### config.mk
export PLATFORM = sky130hd
export DESIGN_NAME = escalonador_rodada
export DESIGN_NICKNAME = d
export VERILOG_FILES = /design/src/rtl/escalonador_rodada.sv
export SDC_FILE = /design/constraint.sdc
export NUM_CORES = 1
export LEC_CHECK = 0
export BUFFER_PORTS_ARGS = -buffer_cell sky130_fd_sc_hd__buf_2
export CORE_MARGIN = 4
export CORE_UTILIZATION = 37
export CTS_CLUSTER_SIZE = 8
export DETAILED_ROUTE_END_ITERATION = 10
export PLACE_DENSITY = 0.63
export REMOVE_ABC_BUFFERS = 1
export SLEW_MARGIN = 30
export SYNTH_ARGS = -nofsm -noshare
export SYNTH_HDL_FRONTEND = slang
export SYNTH_SLANG_ARGS = --single-unit
### constraint.sdc
create_clock -name clock -period 3.2 [get_ports clock]
set_input_delay 0.16 -clock clock [delete_from_list [all_inputs] [get_ports clock]]
set_output_delay 0.16 -clock clock [all_outputs]
set_load 0.1 [all_outputs]
### src/rtl/escalonador_rodada.sv
// Frame scheduler for astro_genius: runs the per-frame sub-FSMs in order on
// every game tick, with watchdog, overrun flag and asteroid speed division.
module escalonador_rodada #(
  parameter int TICK_CICLOS    = 50_000_000,
  parameter int TIMEOUT_CICLOS = 1024,
  parameter int MOVE_AST_DIV   = 4
) (
  input  logic        clock,
  input  logic        reset,
  input  logic        iniciar,
  input  logic        pausa,
  input  logic        tiro_pendente,
  input  logic        colisao_nave,
  input  logic        fim_reg_tiro,
  input  logic        fim_move_tiros,
  input  logic        fim_compara_tiros,
  input  logic        fim_move_ast,
  input  logic        fim_compara_ast,
  output logic        inicia_reg_tiro,
  output logic        inicia_move_tiros,
  output logic        inicia_compara_tiros,
  output logic        inicia_move_ast,
  output logic        inicia_compara_ast,
  output logic        rodada_pronta,
  output logic        pronto,
  output logic        erro_timeout,
  output logic        db_overrun,
  output logic [3:0]  db_estado,
  output logic [2:0]  db_fase,
  output logic [15:0] db_rodada
);

  localparam int TW = $clog2(TICK_CICLOS);
  localparam int WW = $clog2(TIMEOUT_CICLOS);

  localparam logic [2:0] F_REG   = 3'd0;
  localparam logic [2:0] F_MOV_T = 3'd1;
  localparam logic [2:0] F_CMP_T = 3'd2;
  localparam logic [2:0] F_MOV_A = 3'd3;
  localparam logic [2:0] F_CMP_A = 3'd4;

  typedef enum logic [3:0] {
    S_INICIAL    = 4'd0,
    S_PREPARA    = 4'd1,
    S_ESPERA     = 4'd2,
    S_DISPARA    = 4'd3,
    S_AGUARDA    = 4'd4,
    S_FIM_RODADA = 4'd5,
    S_FIM_JOGO   = 4'd6,
    S_ERRO       = 4'd7
  } estado_t;

  estado_t       r_estado;
  estado_t       w_prox;
  logic [TW-1:0] r_tick;
  logic [WW-1:0] r_wd;
  logic [15:0]   r_rodada;
  logic [2:0]    r_fase;
  logic          r_pend;
  logic          r_erro;
  logic          r_ovr;

  logic          w_conta;
  logic          w_tick_ok;
  logic          w_tick_fora;
  logic          w_inicio;
  logic          w_fim_atual;
  logic          w_move_ast;
  logic          w_wd_fim;
  logic [2:0]    w_fase_ini;
  logic [2:0]    w_prox_fase;
  logic [15:0]   w_resto;

  assign w_conta = (r_estado == S_ESPERA && !pausa)
                || r_estado == S_DISPARA
                || r_estado == S_AGUARDA
                || r_estado == S_FIM_RODADA;
  assign w_tick_ok   = w_conta && (r_tick == TW'(TICK_CICLOS - 1));
  assign w_tick_fora = w_tick_ok && (r_estado != S_ESPERA);
  // A tick that expired mid-frame starts the next frame right after FIM_RODADA
  assign w_inicio = (r_estado == S_ESPERA || r_estado == S_FIM_RODADA)
                 && (w_tick_ok || r_pend);
  assign w_resto    = r_rodada % 16'(MOVE_AST_DIV);
  assign w_move_ast = (w_resto == '0);
  assign w_wd_fim   = (r_wd == WW'(TIMEOUT_CICLOS - 1));
  assign w_fase_ini = tiro_pendente ? F_REG : F_MOV_T;

  always_comb begin
    w_fim_atual = 1'b0;
    w_prox_fase = F_CMP_A;
    unique case (r_fase)
      F_REG: begin
        w_fim_atual = fim_reg_tiro;
        w_prox_fase = F_MOV_T;
      end
      F_MOV_T: begin
        w_fim_atual = fim_move_tiros;
        w_prox_fase = F_CMP_T;
      end
      F_CMP_T: begin
        w_fim_atual = fim_compara_tiros;
        w_prox_fase = w_move_ast ? F_MOV_A : F_CMP_A;
      end
      F_MOV_A: begin
        w_fim_atual = fim_move_ast;
        w_prox_fase = F_CMP_A;
      end
      default: begin
        w_fim_atual = fim_compara_ast;
        w_prox_fase = F_CMP_A;
      end
    endcase
  end

  always_ff @(posedge clock or negedge reset) begin
    if (!reset) r_estado <= S_INICIAL;
    else        r_estado <= w_prox;
  end

  always_comb begin
    w_prox = r_estado;
    unique case (r_estado)
      S_INICIAL, S_FIM_JOGO, S_ERRO: begin
        if (iniciar) w_prox = S_PREPARA;
      end
      S_PREPARA: w_prox = S_ESPERA;
      S_ESPERA: begin
        if (w_inicio) w_prox = S_DISPARA;
      end
      S_DISPARA: w_prox = S_AGUARDA;
      S_AGUARDA: begin
        if (w_fim_atual) begin
          if (r_fase == F_CMP_A)
            w_prox = colisao_nave ? S_FIM_JOGO : S_FIM_RODADA;
          else
            w_prox = S_DISPARA;
        end else if (w_wd_fim) begin
          w_prox = S_ERRO;
        end
      end
      S_FIM_RODADA: w_prox = w_inicio ? S_DISPARA : S_ESPERA;
      default: w_prox = S_INICIAL;
    endcase
  end

  always_comb begin
    inicia_reg_tiro      = 1'b0;
    inicia_move_tiros    = 1'b0;
    inicia_compara_tiros = 1'b0;
    inicia_move_ast      = 1'b0;
    inicia_compara_ast   = 1'b0;
    rodada_pronta        = 1'b0;
    pronto               = 1'b0;
    unique case (r_estado)
      S_DISPARA: begin
        inicia_reg_tiro      = (r_fase == F_REG);
        inicia_move_tiros    = (r_fase == F_MOV_T);
        inicia_compara_tiros = (r_fase == F_CMP_T);
        inicia_move_ast      = (r_fase == F_MOV_A);
        inicia_compara_ast   = (r_fase == F_CMP_A);
      end
      S_FIM_RODADA: rodada_pronta = 1'b1;
      S_FIM_JOGO:   pronto = 1'b1;
      default: ;
    endcase
  end

  always_ff @(posedge clock or negedge reset) begin
    if (!reset) begin
      r_tick   <= '0;
      r_wd     <= '0;
      r_rodada <= '0;
      r_fase   <= F_REG;
      r_pend   <= 1'b0;
      r_erro   <= 1'b0;
      r_ovr    <= 1'b0;
    end else if (r_estado == S_PREPARA) begin
      r_tick   <= '0;
      r_wd     <= '0;
      r_rodada <= '0;
      r_pend   <= 1'b0;
      r_erro   <= 1'b0;
      r_ovr    <= 1'b0;
    end else begin
      if (w_conta)
        r_tick <= w_tick_ok ? '0 : r_tick + 1'b1;
      if (w_inicio)
        r_pend <= 1'b0;
      else if (w_tick_fora)
        r_pend <= 1'b1;
      if (w_tick_fora)
        r_ovr <= 1'b1;
      if (r_estado == S_DISPARA)
        r_wd <= '0;
      else if (r_estado == S_AGUARDA)
        r_wd <= r_wd + 1'b1;
      if (r_estado == S_AGUARDA && w_prox == S_ERRO)
        r_erro <= 1'b1;
      if (r_estado == S_FIM_RODADA)
        r_rodada <= r_rodada + 16'd1;
      if (w_inicio)
        r_fase <= w_fase_ini;
      else if (r_estado == S_AGUARDA && w_fim_atual && r_fase != F_CMP_A)
        r_fase <= w_prox_fase;
    end
  end

  assign erro_timeout = r_erro;
  assign db_overrun   = r_ovr;
  assign db_estado    = r_estado;
  assign db_fase      = r_fase;
  assign db_rodada    = r_rodada;

endmodule

After elaboration in Yosys (flattened, before gate mapping):

Cells that the tools add are included.

* register bits: 62
* bits of input ports: 11
* output and inout bits: 32
* logic and storage cells: 88

* add/sub/neg operators: 3
* equality and inequality tests: 16
* multiplexer cells: 35
* bitwise gates (word level): 1
* reductions and logical operators: 25

Operators by type and width (number)
* 26-bit two-way mux: 3
* 16-bit two-way mux: 2
* 10-bit two-way mux: 3
* 26-bit by 1-bit adder with 26-bit output (second input constant): 1
* 26-bit == test (second input constant): 1
* 4-bit case mux with 6 select lines: 1
* 4-bit by 3-bit == test with 1-bit output (second input constant): 5
* 16-bit by 1-bit adder with 16-bit output (second input constant): 1
* 16-bit zero test: 1
* 4-bit two-way mux: 4
* 1-bit two-way mux: 15
* 3-bit two-way mux: 4
* 10-bit by 1-bit adder with 10-bit output (second input constant): 1
* 10-bit == test (second input constant): 1
* 2-bit nonzero test: 5
* 3-bit case mux with 3 select lines: 1
* 4-bit by 2-bit == test with 1-bit output (second input constant): 2
* 1-bit logical AND: 7
* 3-bit by 2-bit == test with 1-bit output (second input constant): 2
* 3-bit nonzero test: 2
* 1-bit logical OR: 5
* 4-bit by 1-bit == test with 1-bit output (second input constant): 1
* 4-bit zero test: 1
* 4-bit by 2-bit != test with 1-bit output (second input constant): 1
* other kinds (10): 10

Longest topological paths before layout:

* depth after elaboration: 14
* depth in mapped cells: 9
* depth with buffers taken out: 6

Least setup slack after synthesis:

No wires, ideal clock.

* path type: reg-to-output
* start: reg r_estado[1] (netlist: db_estado[1])
* end: out pronto
* arrival time: 4.437 ns
* required time: 3.040 ns
* slack: -1.397 ns
* stages on the path, launching flop included: 3
* buffers on the path: 1
* cells stage by stage: dfrtp_1 > clkbuf_1 > nor4b_1

* longest elaborated chain between the ends: 2

RTL lines
* from (decl): line 53 `estado_t r_estado;`
* from (signal assigned): line 117 `else r_estado <= w_prox;`
* 4-bit by 3-bit == test with 1-bit output: line 154 `unique case (r_estado)`
* 1-bit two-way mux: line 154
* to (decl): line 25 `output logic pronto,`

No other way between the ends.

Worst setup path after layout:

* start: reg r_estado[0] (netlist: db_estado[0])
* end: out inicia_move_tiros

* longest elaborated chain between the ends: 2

RTL lines
* 4-bit by 2-bit == test with 1-bit output: line 154
* 1-bit two-way mux: line 154
* to (decl): line 20 `output logic inicia_move_tiros,`

No other way between the ends.

==> results.md <==
- Max incr delay on CP: 620 ps
- Worst setup path startpoint: db_estado[0]
- M1 WL: 4036 um
- CTS root buffer: clkbuf_8
- EDFF count, synth: 0
- Nets: 449
- Clk sinks: 62
- Crit. End Element: primary output
- DR top layer: met4
- Seq/Total Area, Yosys: 0.4366
- Area Growth Syn to Fin: 14.47%
- Routed WL per cell: 14.81 um
- Placed Area: slightly below 4000 um^2
- Die height: ~110 um
- Drt first pass iters: 4
- Top cell family by delay on the critical path: simple AND/OR/NAND/NOR gates
- Crit path DAT: 2360 ps
- Netlist cell types: 60
- Register bit total from synthesis: 62
- Antenna Violating Nets Remaining: 0
- Residual DRC: 0
- CTS Buf Count: 9
- GPL Wtd Cong: about 0.83
- Clock transition at the registers of the reported paths: approximately 70 ps
- FP Rows: 35
- Layout cells sized above 1: 0.1625
- Crit path time final: 2520 ps
- Critical Path RT: 3040 ps
- Final setup vio count: 0
- Syn Area/Cell: around 9.1 um^2
- Startpoint types: flip-flop
- Slew @ Worst Pin: 768.6 ps
- Post-CTS setup buffer count: 0
- Port bufs: 42
- CORE AREA: 9284 um^2
- H-tree Lvls: 3
- Detailed placement HPWL: 5807 um
- Max frequency: 396.8 MHz
- Syn Inst Count: 392
- Vias: ~3100
- GRT Total Usage: 0.1578
- Die area: 11240 um^2
- Clock Path Buffers: 2
- Prevailing post-synth register cell: dfrtp_1
- Cells along the critical path: nand2b_1 > nor2_1 > nand3_1 > nor2_1 > buf_2
- Max IR drop VDD: 0.0001862 V
- Hold wc startpoint: colisao_nave
- Syn. warnings: 0
- RSZ-0062 raised after global routing: no
- First-pass GRT wire length: 14460 um
- LEAKAGE: approximately 0.0017 uW
- Cell mode on critical path: nor2_1
- Critical path's slowest cell: dfrtp_1
- Slew headroom: 0.4876
- Post-synth ARST share: 1.000
- Worst min-delay path class: in -> reg
- Final Hold Viols: 0
- Chip Width: 106 um
- Drt via density: ~5.5
- Largest net degree at the start of global routing: 50
- N_diodes: 0
- Worst skew pair latency: 330 ps
- Pwr/cell area: 427.0 nW/um^2
- Critical path class: reg -> out
- Starting Density: 0.3827
- Met3 Routed Length: 423 um
- Metal2 WL: 3820 um
- DRT iter0 DRCs: 169
- CP Buf/Inv Count: 1
- Max-cap violation count: 0
- Final Instance Area: 4068 um^2
- Clk_skew: slightly above 8 ps
- Slew Limit Fails: 0
- Outcome: finished clean
- Overflow after GRT: 0
- Period Utilization, post-route: 0.7875
- CTS tree: built
- Vias in the first global route: 2971
- Synth Cell Area: about 3600 um^2
- Hold slack: 252.8 ps
- Final wirelength: 8383 um
- Initial antenna violation count: 0
- Worst r2r src: db_estado[2]
- Crit Path Max Fanout: 16
- I/O Pins: 43
-- kinds of logic after synthesis --
group / share of synthesized area
simple gates: 0.2676
compound gates: 0.1673
buf+inv: 0.04155
mux: 0.01761
xor+xnor: 0.05423
fa+ha+maj: 0.01409
other cells: 0.001055
flops: 0.4366
-- cells in the mapped netlist (9+ instances only) --
library cell  count  area [um^2]
o31ai_1          10        75.07
o21ai_0          19        95.09
a21oi_1          27        135.1
dfrtp_1          62         1551
nand4_1          16        100.1
xor2_1            9        78.83
nand3_1          19        95.09
xnor2_1          13        113.9
inv_1            17        63.81
nand2_1          27        101.4
or4_1            10        75.07
and3_1           10        62.56
nor2_1           39        146.4
-- sequential cells by signal (all words and copies together) (netlist names) --
| signal | count |
|---|---|
| db_estado | 4 |
| db_fase | 3 |
| r_tick | 26 |
| db_rodada | 16 |
| db_overrun | 1 |
| erro_timeout | 1 |
| r_wd | 10 |
| r_pend | 1 |
-- final cells by class --
cell class | count | area (um^2)
inverters | 17 | 63.81
multi-input cells | 296 | 1854
well taps | 129 | 161.4
clock inverters | 1 | 5.005
clock buffers | 13 | 168.9
flip-flops and latches | 62 | 1551
repair buffers | 48 | 262.8
fillers | 946 | 5216
-- per-stage QoR --
stage / std cells / TNS (ps) / utilization / worst slack (ps) / total power (uW)
2_1_floorplan: 375 / -5524 / - / -1490 / 1042
3_3_place_gp: 550 / 0 / 0.4170 / 995.3 / 1112
3_5_place_dp: 550 / 0 / 0.4173 / 847.0 / 1120
4_1_cts: 566 / 0 / 0.4381 / 591.7 / 1761
5_1_grt: 566 / 0 / 0.4381 / 394.2 / 1831
6_report: 566 / 0 / 0.4381 / 680.1 / 1737
-- timing repair --
| action | 4_1_cts | 5_1_grt |
|---|---|---|
| endpoints found under the hold margin | 48 | 0 |
| resized for setup | 0 | 0 |
| hold buffers | 2 | 0 |
| setup endpoints to repair | 0 | 0 |
-- where the power goes --
| part | leakage (uW) | switching (uW) | internal [uW] | total (uW) |
|---|---|---|---|---|
| sequential | 0.000854 | 56.8 | 824 | 881 |
| combinational | 0.000804 | 156 | 69.4 | 225 |
| clock | 0.0000914 | 295 | 336 | 630 |
| total | 0.00175 | 507 | 1230 | 1740 |
-- worst min-delay path, cell delays in order --
cell,delay [ps]
buf_2,100
o221ai_1,130
a21oi_1,150
-- layer usage --
metal	global-route usage	vias to the layer above
met5	0	-
met4	0.06475	0
met3	0.02732	10
met2	0.2464	85
met1	0.2169	1489
li1	-	1515
-- path summary, 6_finish.rpt --
check	slack, ps	end	depth (start not counted)
worst max register to register	810	r_tick[14]	5
max in group asynchronous	2150	db_rodada[14]	3
worst max-delay path	680	inicia_move_tiros	5
worst min-delay path	250	db_estado[1]	3
min in group asynchronous	410	r_tick[16]	2
worst min register to register	490	r_tick[23]	1
-- layout by cell type, fill, tap and decap left out, types with 5 or more instances in the layout --
master    count
dfrtp_1      62
buf_2        41
nor2_1       39
nand2_1      27
a21oi_1      27
o21ai_0      19
nand3_1      19
inv_1        17
nand4_1      16
xnor2_1      13
clkbuf_8     12
and3_1       10
or4_1        10
o31ai_1      10
xor2_1        9
nor3_1        7
or3_1         7
and2_1        6
nand2b_1      6
a211oi_1      6
and4_1        5
buf_4         5
(Power assumes the default switching activity.)
